$ cat src/rtl/bus_timer_if.sv
// Processor bus connecting one initiator to one responder.
// Carries a single-outstanding valid/ready handshake plus a level interrupt.
interface Bus;
    logic        valid;
    logic [31:0] address;
    logic [31:0] wdata;
    logic [3:0]  wstrobe;
    logic [31:0] rdata;
    logic        ready;
    logic        irq;

    modport m (output valid, address, wdata, wstrobe, input rdata, ready, irq);
    modport s (input valid, address, wdata, wstrobe, output rdata, ready, irq);
endinterface

$ cat src/rtl/bus_timer.sv
// Memory-mapped interval timer on the Bus responder port: CONTROL/LIMIT/COUNT/STATUS
// registers, programmable wait states, prescaled counter and a registered interrupt.
module bus_timer #(
    parameter int unsigned WAIT_STATES = 0,
    parameter int unsigned PRESCALER   = 1
) (
    input logic clk,
    input logic reset,
    Bus.s       bus
);

    typedef enum logic [1:0] {ST_IDLE, ST_WAIT, ST_ACK} state_e;

    localparam int unsigned      PSC_W     = (PRESCALER > 1) ? $clog2(PRESCALER) : 1;
    localparam logic [PSC_W-1:0] PSC_MAX   = PSC_W'(PRESCALER - 1);
    localparam logic [3:0]       WAIT_LOAD = (WAIT_STATES == 0) ? 4'd0 : 4'(WAIT_STATES - 1);

    localparam logic [1:0] A_CONTROL = 2'd0;
    localparam logic [1:0] A_LIMIT   = 2'd1;
    localparam logic [1:0] A_COUNT   = 2'd2;
    localparam logic [1:0] A_STATUS  = 2'd3;

    state_e             state_q, state_d;
    logic [3:0]         wait_q, wait_d;
    logic [1:0]         addr_q, addr_d;
    logic [31:0]        wdata_q, wdata_d;
    logic [3:0]         wstrb_q, wstrb_d;
    logic [31:0]        rdata_q, rdata_d;
    logic [2:0]         ctrl_q, ctrl_d;      // {auto_reload, irq_enable, enable}
    logic [31:0]        limit_q, limit_d;
    logic [31:0]        count_q, count_d;
    logic               event_q, event_d;
    logic               irq_q, irq_d;
    logic [PSC_W-1:0]   psc_q, psc_d;

    logic [1:0]  rd_sel;
    logic [31:0] rd_val;
    logic        commit, wr_ctrl, wr_limit, wr_count, clr_event;
    logic        tick, hit;
    logic        unused_addr_bits;

    assign unused_addr_bits = ^{bus.address[31:4], bus.address[1:0]};

    function automatic logic [31:0] merge_bytes(input logic [31:0] old_v,
                                                input logic [31:0] new_v,
                                                input logic [3:0]  strb);
        logic [31:0] res;
        res = old_v;
        for (int i = 0; i < 4; i++) begin
            if (strb[i]) res[8*i +: 8] = new_v[8*i +: 8];
        end
        return res;
    endfunction

    always_comb begin : fsm_comb
        // NOTE: every combinational output gets its default first so no path can infer a latch.
        state_d = state_q;
        wait_d  = wait_q;
        addr_d  = addr_q;
        wdata_d = wdata_q;
        wstrb_d = wstrb_q;
        case (state_q)
            ST_IDLE: begin
                if (bus.valid) begin
                    addr_d  = bus.address[3:2];
                    wdata_d = bus.wdata;
                    wstrb_d = bus.wstrobe;
                    if (WAIT_STATES == 0) begin
                        state_d = ST_ACK;
                    end else begin
                        wait_d  = WAIT_LOAD;
                        state_d = ST_WAIT;
                    end
                end
            end
            ST_WAIT: begin
                if (wait_q == 4'd0) state_d = ST_ACK;
                else                wait_d  = wait_q - 4'd1;
            end
            ST_ACK:  state_d = ST_IDLE;
            default: state_d = ST_IDLE;
        endcase

        // The zero-wait path enters ACK straight from IDLE, before the address is captured.
        rd_sel = (state_q == ST_IDLE) ? bus.address[3:2] : addr_q;
        case (rd_sel)
            A_CONTROL: rd_val = {29'd0, ctrl_q};
            A_LIMIT:   rd_val = limit_q;
            A_COUNT:   rd_val = count_q;
            default:   rd_val = {31'd0, event_q};
        endcase
        rdata_d = (state_d == ST_ACK && state_q != ST_ACK) ? rd_val : rdata_q;
    end

    always_comb begin : timer_comb
        commit    = (state_q == ST_ACK);
        wr_ctrl   = commit && addr_q == A_CONTROL && wstrb_q[0];
        wr_limit  = commit && addr_q == A_LIMIT   && (|wstrb_q);
        wr_count  = commit && addr_q == A_COUNT   && (|wstrb_q);
        clr_event = commit && addr_q == A_STATUS  && wstrb_q[0] && wdata_q[0];

        tick  = ctrl_q[0] && (psc_q == PSC_MAX);
        hit   = tick && (count_q == limit_q);
        psc_d = (!ctrl_q[0] || tick) ? '0 : psc_q + 1'b1;

        ctrl_d  = ctrl_q;
        count_d = count_q;
        if (tick) begin
            if (!hit)           count_d   = count_q + 32'd1;
            else if (ctrl_q[2]) count_d   = 32'd0;
            else                ctrl_d[0] = 1'b0;
        end
        // Bus writes are applied last so they override the tick's update.
        if (wr_ctrl)  ctrl_d  = wdata_q[2:0];
        if (wr_count) count_d = merge_bytes(count_q, wdata_q, wstrb_q);
        limit_d = wr_limit ? merge_bytes(limit_q, wdata_q, wstrb_q) : limit_q;

        event_d = hit | (event_q & ~clr_event);
        irq_d   = event_q & ctrl_q[1];
    end

    always_ff @(posedge clk) begin
        if (reset) begin
            state_q <= ST_IDLE;
            wait_q  <= '0;
            addr_q  <= '0;
            wdata_q <= '0;
            wstrb_q <= '0;
            rdata_q <= '0;
            ctrl_q  <= '0;
            limit_q <= '0;
            count_q <= '0;
            event_q <= 1'b0;
            irq_q   <= 1'b0;
            psc_q   <= '0;
        end else begin
            state_q <= state_d;
            wait_q  <= wait_d;
            addr_q  <= addr_d;
            wdata_q <= wdata_d;
            wstrb_q <= wstrb_d;
            rdata_q <= rdata_d;
            ctrl_q  <= ctrl_d;
            limit_q <= limit_d;
            count_q <= count_d;
            event_q <= event_d;
            irq_q   <= irq_d;
            psc_q   <= psc_d;
        end
    end

    assign bus.rdata = rdata_q;
    assign bus.ready = (state_q == ST_ACK);
    assign bus.irq   = irq_q;

endmodule

$ cat src/flat_wrapper.sv
// flat-port wrapper written by rule: the top's interface ports become plain ports
module bus_timer_flat 
#(
    parameter int unsigned WAIT_STATES = 0,
    parameter int unsigned PRESCALER   = 1
)
  (clk, reset, bus_valid, bus_address, bus_wdata, bus_wstrobe, bus_rdata, bus_ready, bus_irq);
  Bus bus_i ();
  input logic clk;
  input logic reset;
  input wire logic [$bits(bus_i.valid)-1:0] bus_valid;
  input wire logic [$bits(bus_i.address)-1:0] bus_address;
  input wire logic [$bits(bus_i.wdata)-1:0] bus_wdata;
  input wire logic [$bits(bus_i.wstrobe)-1:0] bus_wstrobe;
  output wire logic [$bits(bus_i.rdata)-1:0] bus_rdata;
  output wire logic [$bits(bus_i.ready)-1:0] bus_ready;
  output wire logic [$bits(bus_i.irq)-1:0] bus_irq;
  assign bus_i.valid = bus_valid;
  assign bus_i.address = bus_address;
  assign bus_i.wdata = bus_wdata;
  assign bus_i.wstrobe = bus_wstrobe;
  assign bus_rdata = bus_i.rdata;
  assign bus_ready = bus_i.ready;
  assign bus_irq = bus_i.irq;
  bus_timer #(.WAIT_STATES(WAIT_STATES), .PRESCALER(PRESCALER)) u_core (.clk(clk), .reset(reset), .bus(bus_i));
endmodule
$ cat config.mk
export PLATFORM = sky130hd
export DESIGN_NAME = bus_timer_flat
export DESIGN_NICKNAME = d
export VERILOG_FILES = /design/src/rtl/bus_timer_if.sv /design/src/rtl/bus_timer.sv /design/src/flat_wrapper.sv
export SDC_FILE = /design/constraint.sdc
export NUM_CORES = 1
export LEC_CHECK = 0
export ABC_AREA = 1
export CORE_UTILIZATION = 50
export DETAILED_ROUTE_END_ITERATION = 7
export PLACE_DENSITY = 0.74
export SLEW_MARGIN = 20
export SYNTH_ARGS = -nofsm -noshare
export SYNTH_HDL_FRONTEND = slang
export SYNTH_SLANG_ARGS = --single-unit
$ cat constraint.sdc
create_clock -name clk -period 2 [get_ports clk]
set_input_delay 0.4 -clock clk [delete_from_list [all_inputs] [get_ports clk]]
set_output_delay 0.4 -clock clk [all_outputs]
set_load 0.005 [all_outputs]
==> results of run 1 <==
[power breakdown]
group	total (uW)	switching, uW	internal, uW
combinational	816	455	361
clock	3400	1280	2120
sequential	3120	83.6	3030
[repair_timing]
action,CTS,global route
gates resized for setup,0,41
setup endpoints to repair,0,34
buffers inserted,0,3
[stage by stage]
step,area (um^2),std cells,hold WS (ns)
2_1_floorplan,7731,1188,0.4153
3_3_place_gp,8995,1453,0.4460
3_5_place_dp,8995,1453,0.4451
4_1_cts,9623,1485,0.4583
5_1_grt,9836,1491,0.4810
6_report,9836,1491,0.4646
[cell type report]
type	count	area (um^2)
flip-flops and latches	146	2948
multi-input cells	819	4014
repair buffers	135	1368
inverters	171	643.1
clock buffers	20	446.7
fillers	1392	5310
clock inverters	12	181.4
well taps	188	235.2
[state kept, by name, indices dropped and copies added (netlist names)]
register / flops
u_core.wstrb_q: 4
u_core.state_q: 2
u_core.wait_q: 4
u_core.bus.irq: 1
u_core.ctrl_q: 3
u_core.psc_q: 1
u_core.addr_q: 2
u_core.count_q: 32
u_core.event_q: 1
u_core.limit_q: 32
u_core.bus.rdata: 32
u_core.wdata_q: 32
[worst reg2reg max path, stage by stage (launching register included)]
cell and delay [ns]:
sky130_fd_sc_hd__dfxtp_1 0.44, sky130_fd_sc_hd__inv_2 0.08, sky130_fd_sc_hd__nand2_1 0.11, sky130_fd_sc_hd__nand2_1 0.06
sky130_fd_sc_hd__inv_1 0.05, sky130_fd_sc_hd__nand2_1 0.04, sky130_fd_sc_hd__nor2_1 0.08, sky130_fd_sc_hd__nand2_1 0.06
sky130_fd_sc_hd__nor2_2 0.13, sky130_fd_sc_hd__nand4_4 0.23, sky130_fd_sc_hd__buf_12 0.24, sky130_fd_sc_hd__nand2_4 0.11
sky130_fd_sc_hd__nand2_1 0.07, sky130_fd_sc_hd__nand2_1 0.06, sky130_fd_sc_hd__nor2_1 0.05
[routing by layer]
| layer | vias up | routed length (um) | global-route usage (%) |
|---|---|---|---|
| li1 | 3989 | - | - |
| met1 | 3603 | 10760 | 39.86 |
| met2 | 272 | 10050 | 44.59 |
| met3 | 50 | 1643 | 6.411 |
| met4 | 0 | 604 | 11.13 |
| met5 | - | 0 | 0 |
[logic make-up (layout without fill, tap and decap cells)]
| group | Yosys count | after routing | share of synthesized area, % |
|---|---|---|---|
| and+or+nand+nor | 541 | 541 | 28.82 |
| AOI/OAI and AO/OA | 241 | 241 | 17.72 |
| buffers and inverters | 223 | 338 | 11.43 |
| DFF | 146 | 146 | 37.81 |
| xor gates and xnor gates | 34 | 34 | 3.852 |
| adders and majority gates | 2 | 2 | 0.3236 |
| other | 1 | 1 | 0.04850 |
[worst min path at each step]
stage,cells past startpoint,from,end
6_report,2,u_core.bus.rdata[2],u_core.bus.rdata[2]
5_1_grt,2,u_core.ctrl_q[1],u_core.bus.irq
4_1_cts,2,u_core.ctrl_q[1],u_core.bus.irq
3_5_place_dp,2,u_core.ctrl_q[1],u_core.bus.irq
3_3_place_gp,2,u_core.ctrl_q[1],u_core.bus.irq
2_1_floorplan,2,u_core.ctrl_q[1],u_core.bus.irq
[placed cells by master (no fill, tap or decap), types with 3 or more instances in the layout]
cell type	n
sky130_fd_sc_hd__nor3_1	8
sky130_fd_sc_hd__xnor2_1	8
sky130_fd_sc_hd__nor2_2	9
sky130_fd_sc_hd__clkinvlp_4	4
sky130_fd_sc_hd__buf_12	9
sky130_fd_sc_hd__o221ai_1	29
sky130_fd_sc_hd__clkbuf_16	20
sky130_fd_sc_hd__dfxtp_1	130
sky130_fd_sc_hd__nor2_1	185
sky130_fd_sc_hd__nand3_1	48
sky130_fd_sc_hd__inv_2	14
sky130_fd_sc_hd__nand2_4	3
sky130_fd_sc_hd__o21ai_0	115
sky130_fd_sc_hd__buf_4	48
sky130_fd_sc_hd__dfxtp_2	14
sky130_fd_sc_hd__bufinv_16	4
sky130_fd_sc_hd__nand2_1	259
sky130_fd_sc_hd__clkinv_1	4
sky130_fd_sc_hd__xnor2_2	4
sky130_fd_sc_hd__nand2_2	4
sky130_fd_sc_hd__a21oi_1	85
sky130_fd_sc_hd__nand4_1	9
sky130_fd_sc_hd__clkdlybuf4s50_1	74
sky130_fd_sc_hd__o21ai_4	4
sky130_fd_sc_hd__inv_1	152
sky130_fd_sc_hd__xor2_1	22
==> run summary, run 1 <==
The via count of the first global-routing pass came out at between 7,000 and 8,000. The final weighted congestion in routability-driven placement is a little under 1. The first detailed-routing pass took 7 iterations.

The clock sink count is 146. The H-tree depth reported by CTS is 4. STA classifies the critical path startpoint as a register. The count of yosys warnings during synthesis came out at 0. The die area is around 16,000 um^2.

Yosys mapped a number of flops with a built-in enable equal to 0. The startpoint identified for the worst register-to-register timing path is u_core.count_q[8]. The delay contributed by the slowest stage of the critical path is 0.44 ns. TritonCTS built the clock tree.

In this run the number of cells on the critical path is 14. The I/O pin count is roughly 110. The largest total area in the synthesized netlist belongs to sky130_fd_sc_hd__dfxtp_1. Counting cells, the worst reg-to-reg path comes to 14. The global-route usage over all layers came out at between 20 and 30%. The most repeated library cell on the critical path is sky130_fd_sc_hd__nand2_1. The start point of the critical path is u_core.count_q[8]. Setup slack closes at around 0.066 ns. The count of maximum capacitance violations is 0. The hold-fix buffer count after cts came out at 0. The signal on the critical path passes through inv_2 -> nand2_1 -> nand2_1 -> inv_1 -> nand2_1 -> nor2_1 -> nand2_1 -> nor2_2 -> nand4_4 -> buf_12 -> nand2_4 -> nand2_1 -> nand2_1 -> nor2_1. Before CTS, the worst setup slack after placement is -0.01964 ns. The final number of hold-violating endpoints is 0.

The ratio of total power to cell area came out at 745.8 nW/um^2. The routed via count divided by cell count came out at between 5 and 6. The initial antenna violation count came to 0.

The repair_antennas step left the layout with diodes totalling 0. Sorting the synthesized cells by area gives the leading types as sky130_fd_sc_hd__dfxtp_1 (38%), sky130_fd_sc_hd__nand2_1 (13%), sky130_fd_sc_hd__nor2_1 (9.3%). Summing the sequential cell areas from Yosys gives a little under two fifths of the chip area. STA classifies the critical path endpoint as a register.

The utilization after layout came out at between 60% and 70%. The wire-length estimate of the detail-placed layout is ~16,000 um. The pin count of the biggest net entering global routing came out at 74. The cell area that synthesis handed to floorplanning was 7731 um^2.

The number of buffers on the longest clock path is 2. The count of state elements after synthesis came out at about 150. The leakage component of the power is approximately 0.0044 uW. The async set or reset register ratio after synthesis came out at 0%. The worst register-to-register path ends at u_core.count_q[27]. The post-synthesis net count is ~1,300. The worst path uses 96.68% of the clock period. The share of cells above drive strength 1 came out at 11.82%. The number of pins with negative max-slew slack in the final report was 0. After floorplanning, the core was divided into 45 placement rows. The total overflow left after global routing is 0.

The total wirelength of the detailed-routed design came out at 23,060 um. By instance count, the leading cell after synthesis is sky130_fd_sc_hd__nand2_1. The dominant delay contributor by cell family on the critical path is simple AND/OR/NAND/NOR gates. The die boundary width came out at ~130 um. In the routed design, unresolved DRC markers number 0.

The arrival time at the worst endpoint came out at approximately 2.3 ns. The latest clock arrival within the worst-skew pair came out at 0.43 ns. Across the routed clock network, the largest skew measured is between 0.015 and 0.02 ns. Setup violations remaining at the end of the flow were counted as 0. The fraction of post-synthesis cell area in the top cell type by area is 37.81%.

The number of vias in the routed layout is just under 8,000. The die extent in y is 126.3 um. The worst hold path belongs to the class register to register.

The total power consumption of the routed design is about 7300 uW. For this configuration, the core starts out at a cell density of 51.05%. STA puts the critical path data required time at about 2.3 ns. Among all flip-flop cells after synthesis, the most frequent one is sky130_fd_sc_hd__dfxtp_1. Clock-pin slew was measured on the worst setup and hold paths at roughly 0.060 ns. The kind of critical path is register to register. The count of antenna-violating nets left after detailed routing is 0. Of all nets on the critical path, the largest fanout is 8.

The number of buffers and inverters on the critical path is 3. The tree is rooted in a sky130_fd_sc_hd__clkbuf_16. Port buffering added 74 buffers. By count the netlist is led by sky130_fd_sc_hd__nand2_1 (262), sky130_fd_sc_hd__nor2_1 (191), sky130_fd_sc_hd__inv_1 (158). Counting I/O delays and the setup requirement, the final critical path takes just under 2 ns. The TritonCTS buffer count came out at 17.

The worst register-to-register path has a setup slack of roughly 0.066 ns. Counting distinct cell types in the post-synthesis netlist gives 40. The synthesized area per cell is roughly 6.5 um^2. Across the VDD grid, the largest voltage drop is between 0.6 and 0.7 mV. Summed over all failing endpoints, the final setup total negative slack is 0 ns. The violation count after the first detailed-route iteration is roughly 720. The gate count after technology mapping is 1,188. In this run the standard cell core region covers approximately 15,000 um^2. The slowest stage of the critical path belongs to the cell sky130_fd_sc_hd__dfxtp_1. The most critical setup path has its endpoint at u_core.count_q[27]. The flow ran to the end, and the final reports show no timing, DRC or antenna violations. The layout overhead on the synthesized area is 27.22%. The detailed-route wire length per cell came out at between 15 and 20 um. The number of nets in the final layout came out at approximately 1,400. Timing would allow up to between 500 and 600 MHz. The first-pass GRT wire length came out at ~36,000 um.
Power figures use the tool's default switching activity.
==> inputs of run 2 (changes only) <==
- HOLD_SLACK_MARGIN: not set -> 0.08
- MAX_ROUTING_LAYER: not set -> met4
==> run 2 against run 1 <==
- sequential power about the same
- core utilization down 1.2 points
- routed wire length down 0.85%
- via count down 1.0%
- critical endpoint is now u_core.count_q[3]
- largest power group unchanged
==> run summary, run 2 (synthesis gave the netlist of run 1 again) <==
The highest metal layer carrying signal wires in the routed design is met4. The global route total overflow came to 0 (unchanged). The top cell types in the final layout, fill and taps aside, are sky130_fd_sc_hd__nand2_1 (261), sky130_fd_sc_hd__nor2_1 (187), sky130_fd_sc_hd__inv_1 (157). The H-tree depth reported by CTS is 4 (unchanged). The first-pass GRT wire length came out at 35,960 um (+0.25%). The count of maximum capacitance violations came out at 0 (unchanged). The required time reported for the critical path endpoint came out at 2.32 ns (about the same).

The setup slack at placement came out at -0.03358 ns (-0.01394 ns). The number of pins with negative max-slew slack in the final report is 0 (unchanged). The root buffer cell chosen for the clock tree is sky130_fd_sc_hd__clkbuf_16. The final number of hold-violating endpoints came out at 0 (unchanged).

The total wirelength of the detailed-routed design came out at 22,860 um (-0.85%). Setup repair after global routing could not meet its margin everywhere. The clock-pin slew of the registers on the worst-case setup and hold paths came out at 0.06 ns (about the same). The worst register-to-register path begins at u_core.limit_q[24]. The cell area after layout came out at 9661 um^2 (-1.8%).

The die extent in y is 126.3 um (unchanged). The clock sink count was 146 (unchanged). The number of vias in the routed layout was 7,834 (-1.0%). The share of cells above drive strength 1 is 9.799% (-2.0 points). The worst path setup slack after routing was 0.06127 ns (-0.005025 ns). The kind of critical path is register to register.

The class of the most critical hold timing path is register to register. The ratio of total power to cell area is 755.4 nW/um^2 (+1.3%). The endpoint of the worst hold-timing path is u_core.bus.irq. The top fanout value on the critical path was 9 (+1).

The worst clock skew on the final layout came out at 0.006414 ns (-0.009414 ns). The number of buffers on the longest clock path is 2 (unchanged). The met3 wire length is 1600 um (-2.6%). The via count of the first global-routing pass came out at 6,918 (-3.3%). The number of cells on the worst hold path is 2 (unchanged). The cell count of the worst reg-to-reg path came out at 14 (unchanged). TritonCTS built the clock tree.

The count of TritonRoute iterations in the first routing pass came out at 6 (-1). The latest clock arrival within the worst-skew pair is 0.43 ns (about the same). The detailed placement HPWL came out at 16,340 um (-0.33%). The total power consumption of the routed design is 7297 uW (-0.53%). The final weighted congestion in routability-driven placement came out at 0.9936 (+1.0%). The area of placed instances is 8967 um^2 (-0.31%). The global-route usage over all layers came out at 30.11% (+1.1 points). In this run the critical register-to-register path is captured at u_core.count_q[3]. The flow ran to the end, and the final reports show no timing, DRC or antenna violations. The area of the placeable core is 15,150 um^2 (unchanged). The post-route fraction of the period consumed by the critical path came out at 96.94% (+0.25 points).

The total inserted antenna cells was 0 (unchanged). The maximum operating frequency came to 515.8 MHz (-0.26%). The number of nets in the final layout was 1,356 (-0.51%).

The violation count after the first detailed-route iteration came to 991 (+37%). The detailed-route wire length per cell is 15.41 um (-0.38%). The pin count of the biggest net entering global routing is 76 (+2.7%).

STA classifies the critical path startpoint as a register. The detailed-routed wire length on met2 came to 10,260 um (+2.1%). The minimum setup slack among reg-to-reg paths is 0.06 ns (about the same). The TritonCTS buffer count came out at 17 (unchanged).

The die area is 15,960 um^2 (unchanged). The post-detailed-route DRC marker count is 0 (unchanged). The setup TNS is 0 ns (unchanged).

The effective utilization at floorplan came out at 51.05% (unchanged). The count of antenna-violating nets left after detailed routing came out at 0 (unchanged). The leakage component of the power is 0.004338 uW (-1.6%). The most common cell after layout, fill and taps aside is sky130_fd_sc_hd__nand2_1. The number of I/O port buffers came to 74 (unchanged).

The initial antenna violation count is 0 (unchanged). The die boundary width came to 126.3 um (unchanged). The row count came out at 45 (unchanged). The highest ir drop seen on vdd is 0.5095 mV (-20%). The routed via count divided by cell count came out at 5.279 (-0.54%). The count of final setup violators came out at 0 (unchanged). In this run the most critical hold path is launched from u_core.ctrl_q[1]. STA classifies the critical path endpoint as a register.

The arrival time at the worst endpoint is 2.26 ns (about the same). The I/O pin count came out at 105 (unchanged). The final critical path time including I/O delays and setup is 1.939 ns (+0.005025 ns). The met1 wire length was 10,720 um (-0.40%). Compared with the post-synthesis result, the final layout area differs by 24.96%.
==> run 2: cell types whose count changed in the layout (fill, tap and decap cells not counted), moves of 3 or more <==
cell	change
sky130_fd_sc_hd__dfxtp_1	+9
sky130_fd_sc_hd__dfxtp_2	-7
sky130_fd_sc_hd__buf_4	-4
sky130_fd_sc_hd__xnor2_1	+3
sky130_fd_sc_hd__inv_1	+5
sky130_fd_sc_hd__inv_2	-5
sky130_fd_sc_hd__xnor2_2	-3
sky130_fd_sc_hd__clkinv_4	+3
sky130_fd_sc_hd__clkinvlp_4	-3
==> run 2: critical path: stages (launching register included) <==
cell	delay [ns]
sky130_fd_sc_hd__dfxtp_1	0.40
sky130_fd_sc_hd__inv_1	0.11
sky130_fd_sc_hd__nand2_1	0.13
sky130_fd_sc_hd__nand2_1	0.06
sky130_fd_sc_hd__inv_1	0.05
sky130_fd_sc_hd__nand2_1	0.04
sky130_fd_sc_hd__nor2_1	0.09
sky130_fd_sc_hd__nand2_1	0.07
sky130_fd_sc_hd__nor2_2	0.16
sky130_fd_sc_hd__nand4_4	0.18
sky130_fd_sc_hd__buf_4	0.23
sky130_fd_sc_hd__nand2_4	0.11
sky130_fd_sc_hd__nand2_1	0.09
sky130_fd_sc_hd__nand2_1	0.07
sky130_fd_sc_hd__nor2_1	0.04
==> run 2: per-stage QoR <==
| stage | hold slack (ns) | std cells | util [%] |
|---|---|---|---|
| global placement | 0.4534 | 1451 | 59.21 |
| global route | 0.4831 | 1484 | 63.78 |
| finish | 0.4538 | 1484 | 63.78 |
| floorplan | 0.4153 | 1188 | - |
| CTS | 0.4554 | 1483 | 63.30 |
| detailed placement | 0.4455 | 1451 | 59.21 |
==> run 2: cell type report <==
cell class	count	area (um^2)
Timing Repair Buffer	128	1267
Clock buffer	19	432.9
Multi-Input combinational cell	819	3964
Clock inverter	13	186.4
Fill cell	1374	5485
Tap cell	188	235.2
Sequential cell	146	2932
Inverter	171	643.1
==> run 2: worst max path at each step <==
stage	startpoint	to	slack (ns)	cells after the start
2_1_floorplan	u_core.count_q[0]	u_core.count_q[28]	0.36	10
3_3_place_gp	bus_address[2]	u_core.bus.rdata[27]	0.002	10
3_5_place_dp	bus_address[2]	u_core.bus.rdata[27]	-0.03	10
4_1_cts	u_core.count_q[3]	u_core.count_q[27]	0.02	14
5_1_grt	u_core.count_q[15]	u_core.count_q[3]	-0.01	14
6_report	u_core.limit_q[24]	u_core.count_q[3]	0.06	14
==> run 2: metal layers <==
metal	vias to the layer above	global-route usage [%]
li1	3965	-
met1	3570	41.39
met2	272	44.95
met3	27	5.652
met4	0	8.788
met5	-	-
==> run 2: repair_timing <==
item,in CTS,in global routing
hold buffers,0,0
endpoints found under the hold margin,0,0
setup buffers,0,0
gates resized for setup,0,17
endpoints found under the setup margin,0,33
==> run 2: power breakdown <==
group / switching (uW) / internal, uW / leakage, uW / total (uW)
Combinational: 453 / 353 / 0.00284 / 807
Sequential: 85.1 / 3030 / 0.00120 / 3120
Clock: 1280 / 2090 / 0.000301 / 3370
